File: config.mk
export PLATFORM = sky130hd
export DESIGN_NAME = song_sequencer
export DESIGN_NICKNAME = d
export VERILOG_FILES = /design/src/rtl/song_sequencer.sv
export SDC_FILE = /design/constraint.sdc
export NUM_CORES = 1
export LEC_CHECK = 0
export ABC_AREA = 1
export CAP_MARGIN = 40
export CORE_MARGIN = 8
export CORE_UTILIZATION = 52
export CTS_CLUSTER_SIZE = 10
export DETAILED_ROUTE_END_ITERATION = 10
export PLACE_DENSITY_LB_ADDON = 0.2
export SLEW_MARGIN = 20
export SYNTH_ARGS = -nofsm -noshare
export SYNTH_HDL_FRONTEND = slang
export SYNTH_SLANG_ARGS = --single-unit
File: constraint.sdc
create_clock -name clk -period 5 [get_ports clk]
set_input_delay 1.25 -clock clk [delete_from_list [all_inputs] [get_ports clk]]
set_output_delay 1.25 -clock clk [all_outputs]
set_load 0.1 [all_outputs]
File: src/rtl/song_sequencer.sv
// Score player: walks a writable score RAM and drives the four-voice mixer control word.
// Each step holds its notes for a whole number of beats and ends with an all-hushed gap.
module song_sequencer #(
   parameter int TICKS_PER_BEAT = 25000000,
   parameter int GAP_TICKS      = 2500000,
   parameter int DEPTH          = 32,
   parameter int ADDR_W         = 5
) (
   input  logic              clk,
   input  logic              reset,
   input  logic              wr_en,
   input  logic [ADDR_W-1:0] wr_addr,
   input  logic [23:0]       wr_data,
   input  logic              start,
   input  logic              stop,
   input  logic              loop_en,
   output logic [31:0]       control,
   output logic              playing,
   output logic [ADDR_W-1:0] step_idx,
   output logic              done
);

   localparam int CNT_W = $clog2(15 * TICKS_PER_BEAT + 1);
   localparam logic [CNT_W-1:0]  TPB_C     = CNT_W'(TICKS_PER_BEAT);
   localparam logic [CNT_W-1:0]  NOTE_TRIM = CNT_W'(GAP_TICKS + 1);
   localparam logic [CNT_W-1:0]  GAP_LOAD  = CNT_W'(GAP_TICKS - 1);
   localparam logic [31:0]       HUSH_ALL  = 32'h000F_0000;
   localparam logic [ADDR_W-1:0] LAST_STEP = ADDR_W'(DEPTH - 1);

   typedef enum logic [1:0] {IDLE, FETCH, NOTE, GAP} state_t;

   state_t           state;
   logic [23:0]      score [DEPTH];
   logic [23:0]      word;
   logic [3:0]       dur;
   logic [CNT_W-1:0] note_load;
   logic [CNT_W-1:0] note_cnt;
   logic [CNT_W-1:0] gap_cnt;

   // Score RAM is not reset; contents survive a reset so a restart replays the song.
   always_ff @(posedge clk) begin
      if (wr_en) begin
         score[wr_addr] <= wr_data;
      end
   end

   always_comb begin
      word      = score[step_idx];
      dur       = word[23:20];
      note_load = CNT_W'(dur) * TPB_C - NOTE_TRIM;
   end

   // start and stop are one-cycle requests sampled on the clock edge; stop always wins.
   always_ff @(posedge clk or posedge reset) begin
      if (reset) begin
         state    <= IDLE;
         control  <= HUSH_ALL;
         playing  <= 1'b0;
         step_idx <= '0;
         done     <= 1'b0;
         note_cnt <= '0;
         gap_cnt  <= '0;
      end else begin
         done <= 1'b0;
         case (state)
            IDLE: begin
               control <= HUSH_ALL;
               if (start && !stop) begin
                  state    <= FETCH;
                  step_idx <= '0;
                  playing  <= 1'b1;
               end
            end

            FETCH: begin
               if (stop) begin
                  state    <= IDLE;
                  control  <= HUSH_ALL;
                  playing  <= 1'b0;
                  step_idx <= '0;
               end else if (dur != 4'd0) begin
                  state    <= NOTE;
                  control  <= {12'h000, word[19:0]};
                  note_cnt <= note_load;
               end else if (step_idx == '0 || !loop_en) begin
                  // An end marker at step 0 never loops, so an empty score cannot spin.
                  state    <= IDLE;
                  control  <= HUSH_ALL;
                  playing  <= 1'b0;
                  step_idx <= '0;
                  done     <= 1'b1;
               end else begin
                  step_idx <= '0;
               end
            end

            NOTE: begin
               if (stop) begin
                  state    <= IDLE;
                  control  <= HUSH_ALL;
                  playing  <= 1'b0;
                  step_idx <= '0;
               end else if (note_cnt == '0) begin
                  state           <= GAP;
                  control[19:16]  <= 4'hF;
                  gap_cnt         <= GAP_LOAD;
               end else begin
                  note_cnt <= note_cnt - 1'b1;
               end
            end

            GAP: begin
               if (stop) begin
                  state    <= IDLE;
                  control  <= HUSH_ALL;
                  playing  <= 1'b0;
                  step_idx <= '0;
               end else if (gap_cnt == '0) begin
                  control <= HUSH_ALL;
                  if (step_idx != LAST_STEP) begin
                     state    <= FETCH;
                     step_idx <= step_idx + ADDR_W'(1);
                  end else if (loop_en) begin
                     // Running off the last entry behaves like an end marker.
                     state    <= FETCH;
                     step_idx <= '0;
                  end else begin
                     state    <= IDLE;
                     playing  <= 1'b0;
                     step_idx <= '0;
                     done     <= 1'b1;
                  end
               end else begin
                  gap_cnt <= gap_cnt - 1'b1;
               end
            end

            default: begin
               state    <= IDLE;
               control  <= HUSH_ALL;
               playing  <= 1'b0;
               step_idx <= '0;
            end
         endcase
      end
   end

endmodule

# Yosys cells after proc, flatten, opt, wreduce, memory -nomap -nowiden
# Memories as Yosys holds them, arrays and structs flattened.
# Cells that the tools add are included.
totals:
  ff_bits: 99
  latch_bits: 0
  mem_bits_rw: 768
  mem_bits_ro: 0
  elab_cells: 111
  mem_count: 1
memory_table:
  columns: ["memory", "words", "word_bits", "read_ports", "rd_ports_with_merged_regs", "wr", "line_no", "rtl"]
  rows:
  - ["score", 32, 24, 1, 0, 1, "33", "logic [23:0] score [DEPTH];"]
op_classes:
  n_addsub: 4
  n_mul: 1
  div: 0
  order_cmp: 0
  n_eq_ne: 20
  shift: 0
  n_mux: 59
  n_bitwise: 0
  n_reduce_logical: 18
ops:
  columns: ["cell", "n"]
  rows:
  - ["two-way mux 29 bit", 8]
  - ["two-way mux 32 bit", 5]
  - ["case mux 32 bit (4 select lines)", 1]
  - ["case mux 29 bit (2 select lines)", 2]
  - ["zero test 29 bit", 2]
  - ["subtractor 29 x 1 -> 29 bit, second input constant", 2]
  - ["two-way mux 5 bit", 7]
  - ["subtractor 29 x 22 -> 29 bit, second input constant", 1]
  - ["multiplier 4 x 19 -> 23 bit, second input constant", 1]
  - ["two-way mux 1 bit", 20]
  - ["case mux 5 bit (4 select lines)", 1]
  - ["inequality test 2 bit, second input constant", 9]
  - ["inequality test 3 bit, second input constant", 6]
  - ["two-way mux 16 bit", 1]
  - ["two-way mux 2 bit", 8]
  - ["two-way mux 12 bit", 1]
  - ["AND reduction 5 bit", 2]
  - ["two-way mux 4 bit", 2]
  - ["case mux 2 bit (4 select lines)", 1]
  - ["AND reduction 4 bit", 2]
  - ["AND reduction 7 bit", 1]
  - ["AND reduction 3 bit", 2]
  - ["adder 5 x 1 -> 5 bit, second input constant", 1]
  - ["zero test 5 bit", 1]
  - ["other kinds (12)", 15]

# Logic depth before layout (Yosys ltp)
# Gate-level depths: netlist (run 1).
depth:
  word_depth: 6
  ltp_mapped: 34
  depth_no_buf: 32

# Worst setup path after synthesis (run 1)
# Ideal clock, no wire load.
synth_timing:
  path_kind: "register -> register"
  from: "register step_idx[1]"
  to: "register note_cnt[25]"
  setup_time_ns: 0.078
  t_arrival_ns: 5.201
  required_time_ns: 4.922
  slack_ns: -0.279
  stages_incl_launch_ff: 28
  synth_period_minus_slack_ns: 5.279
  cell_sequence: "dfrtp_1 -> buf_2 -> inv_2 -> buf_4 -> buf_4 -> buf_4 -> buf_2 -> o21ai_0 -> o22ai_1 -> a21oi_1 -> a31oi_1 -> fa_1 -> inv_1 -> fa_1 -> inv_1 -> fa_1 -> xor2_1 -> nor2_1 -> inv_1 -> nor2_1 -> nand2_1 -> nand3_1 -> nor2_1 -> nand2_1 -> nand2_1 -> o21ai_0 -> nand3_1 -> a21boi_1"
synth_between:
  elab_chain_cells: 6
  word_cells_on_any_way: 9
  cone_classes: "add/sub (1); mul (1); eq/ne (1); mux (3); reduce/logical (2); memory (1)"
synth_lines:
  columns: ["item", "line_no", "rtl"]
  rows:
  - ["start, declared", "19", "output logic [ADDR_W-1:0] step_idx,"]
  - ["start signal, assigned", "122", "step_idx <= step_idx + ADDR_W'(1);"]
  - ["memory read (32 x 24 bit) *", null, null]
  - ["multiplier 4 x 19 -> 23 bit", "50", "note_load = CNT_W'(dur) * TPB_C - NOTE_TRIM;"]
  - ["subtractor 29 x 22 -> 29 bit", "50", null]
  - ["two-way mux 29 bit", "81", "end else if (dur != 4'd0) begin"]
  - ["two-way mux 29 bit", "76", "if (stop) begin"]
  - ["case mux 29 bit (2 select lines)", "65", "case (state)"]
  - ["end signal, assigned", "84", "note_cnt <= note_load;"]
  - ["end signal, assigned", "108", "note_cnt <= note_cnt - 1'b1;"]
  - ["end, declared", "37", "logic [CNT_W-1:0] note_cnt;"]
# Mark *: on every way between the ends. The rest lies on a longest branch, timed or not. The select of a mux whose other input is x is not followed.
# A chain may end at the register's enable or synchronous reset.

# Worst setup path after layout (run 1)
layout_timing:
  from: "register step_idx[0]"
  to: "register note_cnt[27]"
# The elaborated chain is that of the path after synthesis.

==> results of run 1 <==
[flip-flops by register name, summed over array words and instances (netlist names)]
name and cells:
gap_cnt 29, done 1, score 768, state 2, control 20, step_idx 5, note_cnt 29, playing 1
[power by group through the flow]
stage / combinational (W) / sequential (W) / clock, W
after CTS: 0.00487 / 0.00836 / 0.00652
after detailed placement: 0.00484 / 0.00849 / 0
after global placement: 0.00458 / 0.00849 / 0
after global routing: 0.00568 / 0.00839 / 0.00679
after floorplan: 0.00316 / 0.00869 / 0
final: 0.00513 / 0.00836 / 0.00644
[kinds of logic (layout without fill, tap and decap cells)]
kind of cell / Yosys count / after routing
flip-flops: 855 / 855
adder cells (fa/ha/maj): 39 / 39
other: 1 / 13
XOR/XNOR: 16 / 16
AO/OA/AOI/OAI: 744 / 744
AND/OR/NAND/NOR: 1164 / 1164
buffers and inverters: 348 / 555
[cell usage after synthesis (all sizes together), types with 8 or more instances]
| cell type | n | area [um^2] |
|---|---|---|
| o221ai | 45 | 394 |
| dfrtp | 83 | 2080 |
| o21ai | 205 | 1050 |
| a32o | 29 | 290 |
| fa | 8 | 160 |
| a22oi | 72 | 541 |
| nand4 | 17 | 136 |
| o311ai | 11 | 96.3 |
| o22ai | 38 | 238 |
| buf | 140 | 808 |
| nor3 | 26 | 163 |
| nand2 | 680 | 2630 |
| or2 | 8 | 50.1 |
| inv | 164 | 616 |
| clkbuf | 43 | 161 |
| nor2 | 284 | 1160 |
| nand3 | 136 | 696 |
| a31oi | 12 | 75.1 |
| xor2 | 14 | 130 |
| a21oi | 264 | 1330 |
| ha | 31 | 388 |
| edfxtp | 768 | 23100 |
| o211ai | 46 | 345 |
[what timing repair did]
item	CTS	global route
buffers inserted	0	5
setup endpoints to repair	0	11
gates resized for setup	0	44
[metal layers]
layer	up-vias	global-route usage, %	share of wire [%]
li1	11700	-	-
met2	1199	41.7	48
met1	12900	35.1	40
met5	-	0	0
met3	220	4.19	7.9
met4	0	10.6	3.9
[worst register-to-register path, cell delays in order, from the launching register on]
cell,delay (ps)
dfrtp_4,570
clkbuf_2,200
buf_2,190
o21ai_0,200
o211ai_1,110
o211ai_1,140
nand3_1,150
nand2_1,140
inv_2,60
fa_1,550
inv_2,70
fa_1,520
inv_2,70
fa_2,380
xor2_1,180
nor2_1,200
inv_1,90
nor2_2,120
nand2_2,80
nand3_2,90
nor2_1,50
nand2_1,60
nand2_1,80
inv_1,80
nand2_1,50
nand2_1,60
nand3_1,70
a21boi_1,140
[worst max path at each step]
stage                   endpoint
floorplan           note_cnt[25]
global placement    note_cnt[25]
detailed placement  note_cnt[25]
CTS                 note_cnt[27]
global route        note_cnt[27]
finish              note_cnt[27]
[per-stage QoR]
step	setup TNS, ps	instance area, um^2	setup WS, ps	total power [W]
6_report	0	43100	267	0.0199
5_1_grt	-2.68	43100	-2.68	0.0209
4_1_cts	0	42800	101	0.0197
3_5_place_dp	0	39900	97.0	0.0133
3_3_place_gp	0	39100	245	0.0131
2_1_floorplan	0	37000	17.7	0.0118
[final cells by class]
| class | count | area (um^2) | share of cell area, % |
|---|---|---|---|
| antenna | 1 | 2.50 | 0.00581 |
| clock buffer | 150 | 2660 | 6.17 |
| clock inverter | 10 | 219 | 0.508 |
| inverter | 165 | 647 | 1.50 |
| multi-input combinational | 1975 | 10600 | 24.6 |
| sequential | 855 | 25300 | 58.6 |
| tap | 950 | 1190 | 2.76 |
| timing repair buffer | 230 | 2500 | 5.81 |
==> flow_summary.json, run 1 <==
{
  "p_clk_share_pct": 32.3,
  "fp.dieH_um": 283,
  "skew_ps": 62.6,
  "final_hold_viol_count": 0,
  "grt_first_pass_wirelength_um": 157000,
  "slew_headroom_pct": 41.5,
  "rr_worst_depth": 27,
  "avgSynthCellArea_um2": 11.7,
  "synth-simple-area-share_pct": 13.3,
  "path_depth": 27,
  "tightestPinTransition_ps": 875,
  "gp_congestion": 0.856,
  "route.vias.total": 26000,
  "ys_types": 64,
  "p_int_w": 0.0135,
  "grt_overflow": 0,
  "cp_num_buf_inv": 7,
  "drt_iter0_markers": 3021,
  "synthArstFlopShare_pct": 10.2,
  "powerDensity_nw_per_um2": 463,
  "max_freq_mhz": 211,
  "setup_viol": 0,
  "slowest_delay_ps": 570,
  "muxShareOfSynthArea_pct": 0,
  "die_area_um2": 79900,
  "grt_pass1_vias": 25900,
  "status": "complete, no violations",
  "crit_path_start_kind": "flop",
  "worstSkewPairLatency_ps": 680,
  "dp.cells": 4165,
  "rr_startpoint": "step_idx[0]",
  "cts_max_level": 3,
  "swShare_pct": 32.4,
  "crit_path_frequent_cell": "nand2_1",
  "grt_max_degree": 83,
  "drtAntennaViolNets": 0,
  "worstHoldPathType": "flop to flop",
  "seq_area_frac_synth_pct": 68.2,
  "cts_root_buffer": "clkbuf_16",
  "reg2reg_to": "note_cnt[27]",
  "fin_util_pct": 60.7,
  "holdCritStartpoint": "gap_cnt[27]",
  "stdcell_count": 4336,
  "numCtsBuffers": 97,
  "totalWireLength_um": 104000,
  "p_comb_share_pct": 25.7,
  "synthAdderAreaFrac_pct": 1.48,
  "period_share_pct": 94.7,
  "startpoint": "step_idx[0]",
  "ir_drop_v": 0.000351,
  "synth_compound_area_share_pct": 12.3,
  "antenna_found_initial": 1,
  "ios": 74,
  "grt_usage_pct": 25.9,
  "fin_crit_ps": 4730,
  "syn2layout_area_growth_pct": 16.4,
  "synth_top_family_by_area": "simple AND/OR/NAND/NOR gates",
  "final_common_cell": "edfxtp_1",
  "dr.pass1.iters": 6,
  "wire_per_inst_um": 23.9,
  "timing.critical_path.fanout_max": 7,
  "synth_edf_count": 768,
  "hold_depth": 2,
  "synth_xor_area_share_pct": 0.399,
  "die_w_um": 283,
  "port_buffers": 61,
  "core_area_um2": 71000,
  "fill_cells": 5501,
  "p_leak_nw": 15.7,
  "nNetsFinal": 3398,
  "cts_num_sinks": 855,
  "required_ps": 5580,
  "r2r_setup_slack_ps": 270,
  "initial_utilization_pct": 52.1,
  "worstHoldEndpoint": "gap_cnt[27]",
  "synth_top_flop_cell": "edfxtp_1",
  "place_hpwl_um": 62100,
  "syn_area_um2": 37000,
  "slew_violations": 0,
  "crit_slowest_cell": "dfrtp_4",
  "drive_gt1_share_pct": 12.8,
  "cts-hold-fix-buffers": 0,
  "p_sw_w": 0.00647,
  "clk_path_buf_depth": 3,
  "final_cell_mix": "edfxtp_1, nand2_1, a21oi_1",
  "path_class": "flop to flop",
  "path_delay_family": "adder cells",
  "clkSlewWorstSetupHoldPaths_ps": 50,
  "synth_seq_cells": 855,
  "ys_warn_count": 0,
  "cts_tree": "built",
  "rows": 98,
  "seqPwrFrac_pct": 41.9,
  "drc_errors": 0,
  "worstPathArrival_ps": 5320,
  "crit_path_end_kind": "flop",
  "viasPerCell": 6.00,
  "synth_cells": 3167,
  "whs_ps": 481,
  "drv_cap": 0
}
(Power assumes the default switching activity.)
==> run 2, diff against run 1 <==
- ABC_CLOCK_PERIOD_IN_PS: default -> 5000
==> results of run 2 <==
No change in the layout: final DEF, timing and power equal those of run 1.
